===== config.mk =====
export PLATFORM = sky130hd
export DESIGN_NAME = func_sel_pipe
export DESIGN_NICKNAME = d
export VERILOG_FILES = /design/src/rtl/func_sel_pkg.sv /design/src/rtl/func_sel_stage.sv /design/src/rtl/func_sel_pipe.sv
export SDC_FILE = /design/constraint.sdc
export NUM_CORES = 1
export LEC_CHECK = 0
export CAP_MARGIN = 40
export CORE_ASPECT_RATIO = 0.7
export CORE_MARGIN = 3
export CORE_UTILIZATION = 54
export CTS_CLUSTER_SIZE = 8
export DETAILED_ROUTE_END_ITERATION = 16
export GPL_ROUTABILITY_DRIVEN = 0
export GPL_TIMING_DRIVEN = 0
export PLACE_DENSITY_LB_ADDON = 0.1
export SYNTH_ARGS = -nofsm -noshare
export SYNTH_HDL_FRONTEND = slang
export SYNTH_SLANG_ARGS = --single-unit

===== constraint.sdc =====
create_clock -name clk -period 3.5 [get_ports clk]
set_clock_uncertainty 0.15 [all_clocks]
set_input_delay 0.7 -clock clk [delete_from_list [all_inputs] [get_ports clk]]
set_output_delay 0.7 -clock clk [all_outputs]
set_load 0.1 [all_outputs]

===== src/rtl/func_sel_pkg.sv =====
// func_sel_pkg: operation encoding and evaluation function shared by the pipe.
// Latency: n/a (types and a pure function only).
// Backpressure: n/a.
package func_sel_pkg;

    // Widest operand the pipe supports; f_eval works at this width.
    localparam int MAX_W = 32;

    typedef enum logic [1:0] {
        OP_AND = 2'b00,
        OP_OR  = 2'b01,
        OP_XOR = 2'b10,
        OP_ADD = 2'b11
    } op_e;

    // Operands arrive zero-extended from WIDTH to MAX_W bits. For a WIDTH-bit
    // caller, bit WIDTH of the result is the carry out of the add.
    // The upper bits of the logic ops stay zero, so their carry reads as 0.
    function automatic logic [MAX_W:0] f_eval(input op_e op,
                                              input logic [MAX_W-1:0] x,
                                              input logic [MAX_W-1:0] y);
        logic [MAX_W:0] r;
        case (op)
            OP_AND:  r = {1'b0, x & y};
            OP_OR:   r = {1'b0, x | y};
            OP_XOR:  r = {1'b0, x ^ y};
            OP_ADD:  r = {1'b0, x} + {1'b0, y};
            default: r = '0;
        endcase
        return r;
    endfunction

endpackage


===== src/rtl/func_sel_stage.sv =====
// func_sel_stage: one pipeline slot holding valid, result and carry.
// Latency: 1 cycle (registered on i_load).
// Backpressure: holds contents while i_load is low; the parent computes i_load.
// Ports: i_load   - capture upstream slot this edge.
//        i_vld/i_dat/i_cry - upstream valid, result and carry.
//        o_vld/o_dat/o_cry - registered slot contents.
module func_sel_stage #(
    parameter int WIDTH = 8
) (
    input  logic             clk,
    input  logic             rst_n,
    input  logic             i_load,
    input  logic             i_vld,
    input  logic [WIDTH-1:0] i_dat,
    input  logic             i_cry,
    output logic             o_vld,
    output logic [WIDTH-1:0] o_dat,
    output logic             o_cry
);

    logic             r_vld;
    logic [WIDTH-1:0] r_dat;
    logic             r_cry;

    // Loading with i_vld low empties the slot; that is how bubbles move.
    always_ff @(posedge clk or negedge rst_n) begin
        if (!rst_n) begin
            r_vld <= 1'b0;
            r_dat <= '0;
            r_cry <= 1'b0;
        end else if (i_load) begin
            r_vld <= i_vld;
            r_dat <= i_dat;
            r_cry <= i_cry;
        end
    end

    assign o_vld = r_vld;
    assign o_dat = r_dat;
    assign o_cry = r_cry;

endmodule


===== src/rtl/func_sel_pipe.sv =====
// func_sel_pipe: AND/OR/XOR/ADD of a and b, selected by {s1,s0}, through STAGES register slots.
// Latency: STAGES cycles from input handshake to out_valid; 1 beat/cycle throughput.
// Backpressure: per-slot bubble collapse; in_ready is combinational from out_ready and the slot valids.
// Ports: in_valid/in_ready/s1/s0/a/b - operand beat in.
//        out_valid/out_ready/e/cout   - result beat out; cout only set for ADD.
//        done_cnt                     - output handshakes, wrapping.
module func_sel_pipe
    import func_sel_pkg::*;
#(
    parameter int WIDTH  = 8,
    parameter int STAGES = 2,
    parameter int CNT_W  = 16
) (
    input  logic             clk,
    input  logic             rst_n,
    input  logic             in_valid,
    output logic             in_ready,
    input  logic             s0,
    input  logic             s1,
    input  logic [WIDTH-1:0] a,
    input  logic [WIDTH-1:0] b,
    output logic             out_valid,
    input  logic             out_ready,
    output logic [WIDTH-1:0] e,
    output logic             cout,
    output logic [CNT_W-1:0] done_cnt
);

    logic [MAX_W-1:0] w_a_ext;
    logic [MAX_W-1:0] w_b_ext;
    logic [MAX_W:0]   w_eval;
    logic             w_unused_eval;
    logic [WIDTH-1:0] w_res;
    logic             w_res_cry;

    logic [STAGES-1:0] w_vld;
    logic [STAGES-1:0] w_load;
    logic [WIDTH-1:0]  w_dat [STAGES];
    logic              w_cry [STAGES];

    logic [CNT_W-1:0]  r_done_cnt;

    always_comb begin
        w_a_ext = '0;
        w_b_ext = '0;
        w_a_ext[WIDTH-1:0] = a;
        w_b_ext[WIDTH-1:0] = b;
    end

    assign w_eval    = f_eval(op_e'({s1, s0}), w_a_ext, w_b_ext);
    assign w_res     = w_eval[WIDTH-1:0];
    assign w_res_cry = w_eval[WIDTH];
    // Bits above the carry are always zero for WIDTH < MAX_W.
    assign w_unused_eval = ^w_eval;

    // Ready chain walks from the output back to the input: a slot loads when
    // it is empty or when the slot after it is loading this same edge.
    always_comb begin : p_ready_chain
        logic w_nxt;
        w_load = '0;
        w_nxt  = out_ready;
        for (int k = STAGES - 1; k >= 0; k--) begin
            w_load[k] = !w_vld[k] || w_nxt;
            w_nxt     = w_load[k];
        end
    end

    for (genvar k = 0; k < STAGES; k++) begin : g_stage
        logic             w_i_vld;
        logic [WIDTH-1:0] w_i_dat;
        logic             w_i_cry;

        if (k == 0) begin : g_head
            assign w_i_vld = in_valid;
            assign w_i_dat = w_res;
            assign w_i_cry = w_res_cry;
        end else begin : g_body
            assign w_i_vld = w_vld[k-1];
            assign w_i_dat = w_dat[k-1];
            assign w_i_cry = w_cry[k-1];
        end

        func_sel_stage #(.WIDTH(WIDTH)) u_stage (
            .clk    (clk),
            .rst_n  (rst_n),
            .i_load (w_load[k]),
            .i_vld  (w_i_vld),
            .i_dat  (w_i_dat),
            .i_cry  (w_i_cry),
            .o_vld  (w_vld[k]),
            .o_dat  (w_dat[k]),
            .o_cry  (w_cry[k])
        );
    end

    always_ff @(posedge clk or negedge rst_n) begin
        if (!rst_n) begin
            r_done_cnt <= '0;
        end else if (out_valid && out_ready) begin
            r_done_cnt <= r_done_cnt + {{(CNT_W-1){1'b0}}, 1'b1};
        end
    end

    assign in_ready  = w_load[0];
    assign out_valid = w_vld[STAGES-1];
    assign e         = w_dat[STAGES-1];
    assign cout      = w_cry[STAGES-1];
    assign done_cnt  = r_done_cnt;

endmodule


==> impl_metrics.json, run 1 <==
{
  "outcome": "complete, no violations",
  "grt_busiest_layer": "met2",
  "syn_avg_cell_area_um2": 10.2,
  "final_nets": 329,
  "finalSetupTns_ns": 0,
  "synth-edff-count": 0,
  "grtUsageMet1": 0.319,
  "slowest_stage": "clkdlybuf4s50_1",
  "drt_iter0_drc": 115,
  "cpMostUsedCell": "clkdlybuf4s50_1",
  "start_util": 0.582,
  "cts_setup_buffers": 0,
  "leakagePower_nw": 1.43,
  "finalWirelength_mm": 5.45,
  "max_freq_mhz": 298,
  "viasPerCell": 5.55,
  "cts_tree": "yes",
  "syn2layout_area_growth_pct": 48.6,
  "period_share": 0.959,
  "synthArstFlopShare": 1.00,
  "die-area_um2": 4760,
  "layout_min_cycle_time_ns": 3.36,
  "use_met3": 0.0673,
  "start_kind": "input pin",
  "die_w_um": 81.2,
  "grt_overflow": 0,
  "drtAntennaViolNets": 0,
  "final_hold_viol_count": 0,
  "worstPathRequired_ns": 2.65,
  "grt_setup_unrepaired": "false",
  "synth_area_um2": 2140,
  "clock_latency_ns": 0.28,
  "io_pins": 49,
  "htree_num_levels": 2,
  "path_max_fanout": 16,
  "clockBufferDepth": 2,
  "fillers": 200,
  "drc_errors": 0,
  "synth_area_leaders": "dfrtp_1 (42%), ha_1 (9.9%), mux2_2 (5.8%)",
  "antenna_found_initial": 0,
  "syn_nets": 249,
  "cts.clk_slew.worst_paths_ns": 0.07,
  "yosysTopAreaCell": "dfrtp_1",
  "hold_class": "flip-flop to flip-flop",
  "place_ws_ns": -0.0265,
  "ys_seq_area_frac": 0.421,
  "grt_pass1_vias": 1916,
  "yosys.area.top_type_share": 0.421,
  "cts.sinks": 36,
  "ir_worst_vdd_v": 0.000676,
  "portBuffers": 47,
  "dr.pass1.iters": 4,
  "gr-usage-met2": 0.430,
  "yosysWarningCount": 0,
  "power.total_mw": 1.92,
  "r2r_setup_slack_ns": 1.78,
  "power_density_nw_per_um2": 605,
  "grt_pass1_wl_mm": 9.04,
  "hold-worst-slack_ns": 0.319,
  "ys_top_cells_by_count": "dfrtp_1 (36), inv_1 (18), ha_1 (17)",
  "slew_viol_final": 0,
  "rows": 18,
  "worstMarginPinSlew_ns": 0.787,
  "clockRootBuffer": "clkbuf_8",
  "gr-usage-all-layers": 0.254,
  "core_area_um2": 3670,
  "numCtsBuffers": 5,
  "setup_viol": 0,
  "final_area_um2": 3180,
  "ys_ff_latch": 36,
  "max_cap_violations": 0,
  "cpPeakStageDelay_ns": 0.60,
  "relSlewSlack": 0.475,
  "grt_max_degree": 37,
  "diodes": 0,
  "placed_area_um2": 3070,
  "crit_path_cell_trace": "clkdlybuf4s50_1, and3b_4, inv_4, clkdlybuf4s50_1, buf_8",
  "num_vias": 1888,
  "cts_hold_buf": 0,
  "synth_cell_types": 46,
  "die_y_um": 58.7,
  "synthFlopType": "dfrtp_1",
  "drive_above_1_share": 0.200,
  "drt-wirelength-per-cell_um": 16.0,
  "crit_arrival_ns": 2.51,
  "postSynthCellCount": 209,
  "critPathCaptureType": "primary output",
  "yosysMostFrequentCell": "dfrtp_1",
  "fin_ws_ns": 0.144,
  "hpwl_mm": 4.09,
  "crit_type": "input pin to primary output"
}
layer usage:
layer,routed length (um),vias to the layer above
li1,-,889
met5,0,-
met2,2770,63
met4,43,0
met3,382,8
met1,2250,928
cell type report:
class,count,area [um2],area share
buffer,7,37.5,0.0118
clock buffer,6,72.6,0.0228
clock inverter,2,35.0,0.0110
inverter,19,73.8,0.0232
multi-input combinational,146,1120,0.354
sequential,36,901,0.284
tap,50,62.6,0.0197
timing repair buffer,74,871,0.274
report_power, final:
group	leakage [nW]	internal, mW	switching, mW	total [mW]
Clock	0.0552	0.211	0.139	0.351
Sequential	0.449	0.492	0.0762	0.568
Combinational	0.925	0.377	0.626	1.00
state kept, by name (all words and copies together) (netlist names):
register and cells:
done_cnt 16, g_stage.u_stage.o_cry 2, g_stage.u_stage.o_dat 16, g_stage.u_stage.o_vld 2
kinds of logic after synthesis:
group	share of synthesized area
AO/OA/AOI/OAI	0.131
XOR/XNOR	0.0778
adder cells (fa/ha/maj)	0.109
buffers and inverters	0.0532
flip-flops	0.421
multiplexers	0.0673
AND/OR/NAND/NOR	0.140
critical path, delay by kind of cell:
kind	cells	cell delay (ns)
buf+inv	4	1.51
simple gates	1	0.28
per-stage QoR:
stage | utilization | instances
floorplan | - | 209
global placement | 0.728 | 306
detailed placement | 0.837 | 333
CTS | 0.865 | 340
global route | 0.865 | 340
finish | 0.865 | 340
cells in the final DEF (no fill, tap or decap), types with 3 or more instances in the layout:
| cell | count |
|---|---|
| nand4b_1 | 3 |
| mux2_2 | 11 |
| a21oi_1 | 13 |
| clkdlybuf4s50_1 | 46 |
| xnor2_1 | 13 |
| xor2_1 | 6 |
| ha_1 | 17 |
| clkbuf_8 | 5 |
| o21ai_0 | 4 |
| nor2b_1 | 3 |
| nand4_1 | 3 |
| nand3_1 | 8 |
| inv_1 | 18 |
| buf_8 | 27 |
| nand2_1 | 13 |
| a211oi_1 | 4 |
| buf_2 | 4 |
| dfrtp_1 | 36 |
| nor2_1 | 16 |
repair_timing:
item	in CTS	in global routing
cloned	0	0
setup endpoints to repair	1	1
resized for setup	0	2
path summary, 6_finish.rpt:
| kind | endpoint | startpoint | depth (start not counted) |
|---|---|---|---|
| max | in_ready | out_ready | 5 |
| min | done_cnt[15]$_DFFE_PN0P_ | done_cnt[15]$_DFFE_PN0P_ | 1 |
| max reg2reg | done_cnt[13]$_DFFE_PN0P_ | g_stage[1].u_stage.o_vld$_DFFE_PN0P_ | 5 |
| min reg2reg | done_cnt[15]$_DFFE_PN0P_ | done_cnt[15]$_DFFE_PN0P_ | 1 |
| max in group asynchronous | g_stage[1].u_stage.o_dat[2]$_DFFE_PN0P_ | rst_n | 1 |
| min in group asynchronous | g_stage[0].u_stage.o_dat[5]$_DFFE_PN0P_ | rst_n | 1 |
No activity file was read; power rests on OpenSTA's default activity.
==> inputs of run 2 (changes only) <==
CAP_MARGIN = unset   (was 40)
==> impl_metrics.json, run 2 (synthesized netlist as in run 1, its figures left out) <==
{
  "outcome": "complete, no violations",
  "clockBufferDepth": 2,
  "slew_viol_final": 0,
  "num_vias": 1660,
  "final_hold_viol_count": 0,
  "worstMarginPinSlew_ns": 0.983,
  "hold_class": "flip-flop to flip-flop",
  "dr.pass1.iters": 4,
  "power.total_mw": 1.67,
  "portBuffers": 47,
  "grt_overflow": 0,
  "drive_above_1_share": 0.125,
  "grt_pass1_vias": 1616,
  "finalSetupTns_ns": 0,
  "cts_tree": "yes",
  "die_y_um": 58.7,
  "r2r_setup_slack_ns": 1.87,
  "gr-usage-all-layers": 0.199,
  "pwr-share-clk": 0.185,
  "relSlewSlack": 0.343,
  "ir_worst_vdd_v": 0.000730,
  "final_nets": 303,
  "die_w_um": 81.2,
  "p_comb_frac": 0.478,
  "max_freq_mhz": 299,
  "setup_viol": 0,
  "critPathCaptureType": "primary output",
  "period_share": 0.957,
  "grtUsageMet1": 0.287,
  "path_max_fanout": 10,
  "placed_area_um2": 2670,
  "start_kind": "input pin",
  "seq_power_share": 0.337,
  "drt-wirelength-per-cell_um": 13.8,
  "syn2layout_area_growth_pct": 29.3,
  "layout_common_cells": "clkdlybuf4s50_1 (45), dfrtp_1 (36), inv_1 (18), ha_1 (17), nor2_1 (16)",
  "power_density_nw_per_um2": 603,
  "whs_endpoint": "done_cnt[15]$_DFFE_PN0P_",
  "drtAntennaViolNets": 0,
  "use_met3": 0.0535,
  "p_switching_uw": 779,
  "die-area_um2": 4760,
  "fillers": 268,
  "cts.clk_slew.worst_paths_ns": 0.06,
  "viasPerCell": 5.30,
  "setup.worst_path.start": "out_ready",
  "rows": 18,
  "antenna_found_initial": 0,
  "drc_errors": 0,
  "min_path_cells": 1,
  "timing.rr.end": "done_cnt[13]$_DFFE_PN0P_",
  "grt_max_degree": 37,
  "hpwl_mm": 3.33,
  "start_util": 0.582,
  "grt_busiest_layer": "met2",
  "hold-worst-slack_ns": 0.320,
  "crit_type": "input pin to primary output",
  "htree_num_levels": 2,
  "final_common_cell": "clkdlybuf4s50_1",
  "leakagePower_nw": 1.23,
  "p_int_uw": 888,
  "crit_arrival_ns": 2.50,
  "diodes": 0,
  "grt_pass1_wl_mm": 7.25,
  "rr_worst_depth": 5,
  "gr-usage-met2": 0.306,
  "layout_min_cycle_time_ns": 3.35,
  "numCtsBuffers": 5,
  "hold_path.startpoint": "done_cnt[15]$_DFFE_PN0P_",
  "core_area_um2": 3670,
  "r2r-start": "g_stage[1].u_stage.o_vld$_DFFE_PN0P_",
  "clockRootBuffer": "clkbuf_8",
  "io_pins": 49,
  "switching_share": 0.467,
  "clock_latency_ns": 0.28,
  "drt_iter0_drc": 98,
  "cts.sinks": 36,
  "grt_setup_unrepaired": "false",
  "worstPathRequired_ns": 2.65,
  "cts_hold_buf": 0,
  "final_area_um2": 2760,
  "max_cap_violations": 0,
  "finalWirelength_mm": 4.33
}
==> run 2: final cells by class <==
type | instances | area (um2) | share of cell area
multi-input cells | 146 | 1120 | 0.407
inverters | 19 | 71.3 | 0.0258
clock buffers | 7 | 96.3 | 0.0349
repair buffers | 47 | 467 | 0.169
flip-flops and latches | 36 | 901 | 0.326
plain buffers | 8 | 42.5 | 0.0154
well taps | 50 | 62.6 | 0.0226
==> run 2: metal layers <==
metal / up-vias / wire length, um
met5: - / 0
met4: 0 / 0
met3: 0 / 243
met2: 43 / 1910
met1: 784 / 2180
li1: 833 / -
==> run 2: stage by stage <==
stage,std cells,setup WS (ns),util
after floorplan,209,0.910,-
after global placement,306,-0.384,0.728
after detailed placement,306,-0.401,0.726
after CTS,313,0.169,0.753
after global routing,313,0.0750,0.753
final,313,0.151,0.753
==> run 2: repair_timing <==
action | CTS | global route
buffers inserted | 0 | 0
resized for setup | 3 | 0
endpoints found under the setup margin | 1 | 0
==> run 2: power groups by stage <==
stage                     sequential, mW  clock [mW]  combinational, mW
final                              0.561       0.309              0.797
after floorplan                    0.976           0              0.183
after detailed placement           0.567           0              0.798
after global routing               0.571       0.335              0.834
after global placement             0.563           0              0.790
after CTS                          0.562       0.317              0.799
==> run 2: worst max-delay path: stages <==
cell,delay [ns]
clkdlybuf4s50_1,0.58
and3b_4,0.27
inv_2,0.13
buf_2,0.23
clkdlybuf4s15_2,0.58
==> run 2: how the worst max path moves through the flow <==
stage / end / slack (ns) / depth (start not counted)
6_report: in_ready / 0.15 / 5
5_1_grt: in_ready / 0.08 / 5
4_1_cts: in_ready / 0.17 / 5
3_5_place_dp: in_ready / -0.40 / 5
3_3_place_gp: in_ready / -0.38 / 5
2_1_floorplan: in_ready / 0.91 / 3
==> edit (flow settings as in run 1) <==
`WIDTH` is set to 8 in 2 places; all go to 12.
--- a/src/rtl/func_sel_stage.sv
+++ b/src/rtl/func_sel_stage.sv
@@ -6,5 +6,5 @@
 //        o_vld/o_dat/o_cry - registered slot contents.
 module func_sel_stage #(
-    parameter int WIDTH = 8
+    parameter int WIDTH = 12
 ) (
     input  logic             clk,
--- a/src/rtl/func_sel_pipe.sv
+++ b/src/rtl/func_sel_pipe.sv
@@ -8,5 +8,5 @@
     import func_sel_pkg::*;
 #(
-    parameter int WIDTH  = 8,
+    parameter int WIDTH  = 12,
     parameter int STAGES = 2,
     parameter int CNT_W  = 16
Ports: changed (resized a, b and e); port bits go from 49 to 61. The function was not compared with the original's and may differ.
==> edit against run 1 <==
- global-route usage is 1.2 points higher
- register-to-register slack worse by 0.45 ns
- synthesized area grew 31%
- wire length rose by 44%
- via count rose by 37%
- maximum frequency down 2.1%
- clock power up 21%
- sequential cell count rose by 8
- worst setup slack worse by 0.073 ns
- highest routed layer unchanged
- design area increased by 29%
- sequential share of layout area fell by 1.4 points
- first-iteration DRC count is 29% higher
- power rose by 24%
==> edit: results (changes against run 1) <==
outcome:
  status: "completed"
synth:
  synth_compound_area_share_pct: 13.0  # -0.081 points
  seq_area_frac_synth_pct: 39.4  # -2.7 points
  synth_cell_type_count: 44  # -4.3%
  synthTopCellsByCount: "dfrtp_1 (44), inv_1 (30), nand2_1 (26)"
  synth.avg_cell_area_um2: 9.54  # -6.8%
  yosys.area_share.adder_pct: 11.9  # +1.0 points
cells_and_area:
  fin_cells: 460  # +35%
  drive_gt1_share_pct: 16.4  # -3.6 points
route:
  drt_iter0_drc: 148  # +29%
  viasPerCell: 5.63  # +1.3%
  drt_first_pass_iters: 5  # +1
grt:
  grt_pass1_wl_um: 12600  # +39%
  grtUsageTotal_pct: 26.6  # +1.2 points
  grt_start_max_net_pins: 36  # -2.7%
  grt_pass1_vias: 2617  # +37%
timing:
  fin_hold_ws_ns: 0.0975  # -0.221 ns
  layout_setup_ws_ns: 0.0705  # -0.0733 ns
  worst_pin_slew_ns: 0.637  # -0.150 ns
power:
  seq-power_w: 0.000684  # +20%
  p_per_area_nw_per_um2: 582  # -3.8%
  p_leak_nw: 1.91  # +33%
  clock_net_power_w: 0.000425  # +21%
placement:
  numPortBuffers: 59  # +26%
  place_hpwl_um: 5930  # +45%
  placed_area_um2: 3970  # +29%
  place_inst: 453  # +36%
clock_network:
  clk_latency_ns: 0.31  # +0.03 ns
  clk_pin_slew_ns: 0.09  # +0.02 ns
setup_path:
  reg2reg_slack_ns: 1.33  # -0.45 ns
  r2r_cells: 8  # +3
worst_hold_path:
  hp-class: "in2async"
==> edit: changes by cell type in the layout (fill, tap and decap cells not counted), sizes merged, moves of 4 or more <==
cell | before | now
a2111oi | 3 | 7
nand2 | 13 | 26
inv | 19 | 31
nor2 | 16 | 23
ha | 17 | 25
mux2 | 11 | 15
dfrtp | 36 | 44
clkdlybuf4s50 | 46 | 58
clkbuf | 7 | 15
a21oi | 13 | 19
a21o | 1 | 5
o21ai | 5 | 10
==> edit: layer usage <==
| layer | part of all wire (%) | up-vias | track usage, % |
|---|---|---|---|
| li1 | - | 1205 | - |
| met5 | 0 | - | 0 |
| met4 | 2.1 | 0 | 8.89 |
| met1 | 41 | 1234 | 33.2 |
| met3 | 7.2 | 17 | 5.01 |
| met2 | 50 | 132 | 46.9 |
==> edit: worst min path at each step <==
stage,from,to,depth (start not counted)
5_1_grt,rst_n,done_cnt[5],1
4_1_cts,rst_n,g_stage[1].u_stage.o_dat[1],1
2_1_floorplan,rst_n,done_cnt[0],0
3_5_place_dp,done_cnt[15],done_cnt[15],1
3_3_place_gp,g_stage[0].u_stage.o_dat[1],g_stage[0].u_stage.o_dat[1],2
6_report,rst_n,done_cnt[5],1
==> edit: layout make-up <==
type                            instances  share of cell area [%]
Multi-Input combinational cell        206                    37.2
Sequential cell                        44                    27.0
Timing Repair Buffer                   91                    26.5
Inverter                               31                    2.85
Tap cell                               69                    2.11
Clock buffer                            6                    2.02
Buffer                                 11                    1.38
Clock inverter                          2                   0.950
==> edit: critical path: stages <==
cell and delay [ns]:
clkdlybuf4s50_1 0.54, nand2b_1 0.15, buf_6 0.15, nor2_8 0.06, inv_2 0.21, clkdlybuf4s50_1 0.56
buf_8 0.20
